--- src/rtl/pipe_e_reg.sv ---
// Execute-stage pipeline register: decode bundle in, execute bundle out.
// Optional PIPE_E_REG_PERF_EN adds saturating stall/bubble counters.
module pipe_e_reg #(
  parameter int unsigned WORD_W  = 64,
  parameter int unsigned FIELD_W = 4,
  parameter logic [FIELD_W-1:0] NOP_ICODE = 4'h1,
  parameter logic [FIELD_W-1:0] RNONE     = 4'hF,
  parameter logic [FIELD_W-1:0] BUB_STAT  = 4'h1
) (
  input  logic               clk,
  input  logic               reset,
  input  logic [FIELD_W-1:0] d_icode,
  input  logic [FIELD_W-1:0] d_ifun,
  input  logic [FIELD_W-1:0] d_stat,
  input  logic [WORD_W-1:0]  d_valA,
  input  logic [WORD_W-1:0]  d_valB,
  input  logic [WORD_W-1:0]  d_valC,
  input  logic [FIELD_W-1:0] d_dstE,
  input  logic [FIELD_W-1:0] d_dstM,
  input  logic [FIELD_W-1:0] d_srcA,
  input  logic [FIELD_W-1:0] d_srcB,
  input  logic               E_stall,
  input  logic               E_bubble,
  output logic [FIELD_W-1:0] E_icode,
  output logic [FIELD_W-1:0] E_ifun,
  output logic [FIELD_W-1:0] E_stat,
  output logic [FIELD_W-1:0] E_dstE,
  output logic [FIELD_W-1:0] E_dstM,
  output logic [FIELD_W-1:0] E_srcA,
  output logic [FIELD_W-1:0] E_srcB,
  output logic [WORD_W-1:0]  E_valA,
  output logic [WORD_W-1:0]  E_valB,
  output logic [WORD_W-1:0]  E_valC,
  output logic               E_valid,
`ifdef PIPE_E_REG_PERF_EN
  output logic [15:0]        perf_stall_cnt,
  output logic [15:0]        perf_bubble_cnt,
`endif
  output logic               E_ctl_err
);

  typedef struct packed {
    logic [FIELD_W-1:0] icode;
    logic [FIELD_W-1:0] ifun;
    logic [FIELD_W-1:0] stat;
    logic [WORD_W-1:0]  valA;
    logic [WORD_W-1:0]  valB;
    logic [WORD_W-1:0]  valC;
    logic [FIELD_W-1:0] dstE;
    logic [FIELD_W-1:0] dstM;
    logic [FIELD_W-1:0] srcA;
    logic [FIELD_W-1:0] srcB;
    logic               valid;
  } e_bundle_t;

  e_bundle_t e_q, e_d;
  e_bundle_t bub_v, load_v;
  logic      err_q, err_d;

  // One-hot decode of the edge action, priority already resolved.
  logic do_rst, do_bub, do_stall, do_load;

  assign do_rst   = reset;
  assign do_bub   = !reset && E_bubble;
  assign do_stall = !reset && !E_bubble && E_stall;
  assign do_load  = !reset && !E_bubble && !E_stall;

  always_comb begin
    bub_v       = '0;
    bub_v.icode = NOP_ICODE;
    bub_v.ifun  = '0;
    bub_v.stat  = BUB_STAT;
    bub_v.dstE  = RNONE;
    bub_v.dstM  = RNONE;
    bub_v.srcA  = RNONE;
    bub_v.srcB  = RNONE;
    bub_v.valid = 1'b0;
  end

  always_comb begin
    load_v.icode = d_icode;
    load_v.ifun  = d_ifun;
    load_v.stat  = d_stat;
    load_v.valA  = d_valA;
    load_v.valB  = d_valB;
    load_v.valC  = d_valC;
    load_v.dstE  = d_dstE;
    load_v.dstM  = d_dstM;
    load_v.srcA  = d_srcA;
    load_v.srcB  = d_srcB;
    load_v.valid = 1'b1;
  end

  always_comb begin
    e_d   = e_q;
    err_d = 1'b0;
    unique case (1'b1)
      do_rst:   e_d = bub_v;
      do_bub: begin
        e_d   = bub_v;
        err_d = E_stall;
      end
      do_stall: e_d = e_q;
      do_load:  e_d = load_v;
      default:  e_d = e_q;
    endcase
  end

  always_ff @(posedge clk) begin
    e_q   <= e_d;
    err_q <= err_d;
  end

  assign E_icode   = e_q.icode;
  assign E_ifun    = e_q.ifun;
  assign E_stat    = e_q.stat;
  assign E_valA    = e_q.valA;
  assign E_valB    = e_q.valB;
  assign E_valC    = e_q.valC;
  assign E_dstE    = e_q.dstE;
  assign E_dstM    = e_q.dstM;
  assign E_srcA    = e_q.srcA;
  assign E_srcB    = e_q.srcB;
  assign E_valid   = e_q.valid;
  assign E_ctl_err = err_q;

`ifdef PIPE_E_REG_PERF_EN
  logic [15:0] stall_cnt_q, stall_cnt_d;
  logic [15:0] bub_cnt_q, bub_cnt_d;

  always_comb begin
    stall_cnt_d = stall_cnt_q;
    bub_cnt_d   = bub_cnt_q;
    if (do_rst) begin
      stall_cnt_d = '0;
      bub_cnt_d   = '0;
    end else begin
      if (do_stall && stall_cnt_q != 16'hFFFF)
        stall_cnt_d = stall_cnt_q + 16'd1;
      if (do_bub && bub_cnt_q != 16'hFFFF)
        bub_cnt_d = bub_cnt_q + 16'd1;
    end
  end

  always_ff @(posedge clk) begin
    stall_cnt_q <= stall_cnt_d;
    bub_cnt_q   <= bub_cnt_d;
  end

  assign perf_stall_cnt  = stall_cnt_q;
  assign perf_bubble_cnt = bub_cnt_q;
`endif

endmodule

--- config.mk ---
export PLATFORM = sky130hd
export DESIGN_NAME = pipe_e_reg
export DESIGN_NICKNAME = d
export VERILOG_FILES = /design/src/rtl/pipe_e_reg.sv
export SDC_FILE = /design/constraint.sdc
export NUM_CORES = 1
export LEC_CHECK = 0
export CAP_MARGIN = 5
export CORE_AREA = 2 2 175 177
export CTS_CLUSTER_SIZE = 8
export DETAILED_ROUTE_END_ITERATION = 8
export DIE_AREA = 0 0 177 179
export DONT_BUFFER_PORTS = 1
export SLEW_MARGIN = 20
export SYNTH_ARGS = -nofsm -noshare
export SYNTH_HDL_FRONTEND = slang
export SYNTH_SLANG_ARGS = --single-unit
--- constraint.sdc ---
create_clock -name clk -period 6.6 [get_ports clk]
set_clock_uncertainty 0.2 [all_clocks]
set_input_delay 0.66 -clock clk [delete_from_list [all_inputs] [get_ports clk]]
set_output_delay 0.66 -clock clk [all_outputs]
set_load 0.02 [all_outputs]
==> flow_summary.yaml <==
sta:
  tightest_slew_ns: 0.997
  max_slew_margin: 0.335
  hold_viol_final: 0
  fmax_mhz: 440
  min_period_ns: 2.27
  fin_tns_setup_ns: 0
  fin_crit_sh: 0.344
  rsz0062_at_grt: "no"
  drv_slew: 0
  fin_ws_ns: 4.33
  setup_viol: 0
floorplan:
  die_w_um: 177
  io_pins: 446
  dieArea_mm2: 0.0317
  num_rows: 64
  die_y_um: 179
  start_util: 0.308
  core_mm2: 0.0300
logic_synthesis:
  ys_ff_latch: 222
  syn_inst: 520
  syn-num-nets: 744
  yosys_warnings: 0
  synth.distinct_cells: 12
  yosysSeqAreaShare: 0.719
  synth_area_mm2: 0.00926
  syn_avg_cell_area_um2: 17.8
clocking:
  cts-root-buf: "clkbuf_16"
  cts_hold_buf: 0
  path_clk_slew_ns: 0.05
  cts_resized: 0
  h-tree-depth: 1
  cts.sinks: 222
  clock_path_buffers: 3
  cts_inserted_buffers: 31
  cts_setup_buffers: 0
  cts_tree: "built"
critical_path:
  start_kind: "primary input"
  crit_slowest_cell: "buf_4"
  cp-end-kind: "register"
  crit_cells: 2
  cp.required_ns: 6.55
  crit_arrival_ns: 2.22
  critical_path_class: "in -> reg"
  critical_path_buf_inv_count: 1
  crit_family: "buffers and inverters"
  worstPathCellList: "or3b_4 -> buf_4"
  critPathMaxStageDelay_ns: 0.82
  crit_fanout: 223
final_layout:
  drive_gt1_frac: 0.116
  layout_commonest_cell: "edfxtp_1"
  postLayoutCellArea_mm2: 0.0101
  finalNonFillerCells: 892
  fillerInstances: 2864
  area_growth_pct: 8.99
  final_nets: 704
  final_cell_mix: "221 x edfxtp_1, 180 x nor4b_1, 31 x clkbuf_16"
detailed_routing:
  dr.pass1.iters: 5
  drc: 0
  detail_route.wl_per_cell_um: 24.9
  vias: 4987
  vias_per_cell: 5.59
  drtAntennaViolNets: 0
  drt_wl_total_um: 22200
  drt_first_iter_violations: 414
placed_design:
  dp_slack_ns: 3.87
  placed_area_mm2: 0.00925
  dp.cells: 843
  port_buffers: 0
  gp_congestion: 0.771
power:
  ir_drop_v: 0.000159
  leakagePower_nw: 3.16
  powerDensity_mw_per_mm2: 322
min_path:
  hp-class: "in -> reg"
  hold_depth: 1
outcome:
  outcome: "complete, no violations"
grt:
  antenna_found_initial: 2
  grt_use_total: 0.124
  grt_overflow: 0
  grt_pass1_vias: 4752
  grt_pass1_wl_um: 30400
  grt_max_degree: 224
job:
  drv_cap: 0
power by group:
part           internal, W  switching [W]
registers          0.00165       0.000155
logic            0.0000367      0.0000291
clock network     0.000846       0.000531
synthesized netlist by cell type:
master / n / area share
buf_6: 23 / 0.028
buf_2: 43 / 0.023
buf_4: 8 / 0.0065
and3b_1: 1 / 0.00095
or4_1: 18 / 0.015
dfxtp_1: 1 / 0.0022
clkbuf_1: 1 / 0.00041
edfxtp_1: 221 / 0.72
nor3_1: 1 / 0.00054
or3b_2: 1 / 0.00095
nor4b_2: 22 / 0.036
nor4b_1: 180 / 0.17
per-layer routing:
metal / vias up / global-route usage / share of wire
met5: - / 0 / 0
li1: 2099 / - / -
met2: 356 / 0.202 / 0.50
met4: 0 / 0.0503 / 0.026
met1: 2488 / 0.147 / 0.36
met3: 44 / 0.0483 / 0.11
sequential cells by signal, indices dropped and copies added (netlist names):
register and count:
E_valA 64, E_valB 64, E_valC 64, E_dstE 4, E_dstM 4, E_icode 4
E_ifun 4, E_srcA 4, E_srcB 4, E_stat 4, E_ctl_err 1, E_valid 1
through the flow:
| stage | hold WS, ns | total power [W] | util |
|---|---|---|---|
| global route | 0.0826 | 0.00335 | 0.336 |
| detailed placement | 0.639 | 0.00190 | 0.308 |
| floorplan | 0.636 | 0.00194 | - |
| finish | 0.100 | 0.00325 | 0.336 |
| CTS | 0.0582 | 0.00329 | 0.336 |
| global placement | 0.639 | 0.00189 | 0.308 |
layout make-up:
| cell class | instances | area (um2) | area share |
|---|---|---|---|
| clock buffer | 45 | 828 | 0.0821 |
| clock inverter | 1 | 8.76 | 0.000868 |
| sequential | 222 | 6660 | 0.660 |
| multi-input combinational | 223 | 2070 | 0.205 |
| tap | 396 | 495 | 0.0491 |
| timing repair buffer | 2 | 27.5 | 0.00273 |
| antenna | 3 | 7.51 | 0.000744 |
kinds of logic (layout without fill, tap and decap cells):
group,Yosys count,in the layout,synth area share
flops,222,222,0.719
simple gates,223,223,0.223
buf+inv,75,48,0.0581
other cells,0,3,0
worst paths after layout:
check	end	startpoint	slack, ns
worst max-delay path	E_stat[2]	E_stall	4.33
worst min-delay path	E_dstE[3]	d_dstE[3]	0.10
No activity file was read; power rests on OpenSTA's default activity.
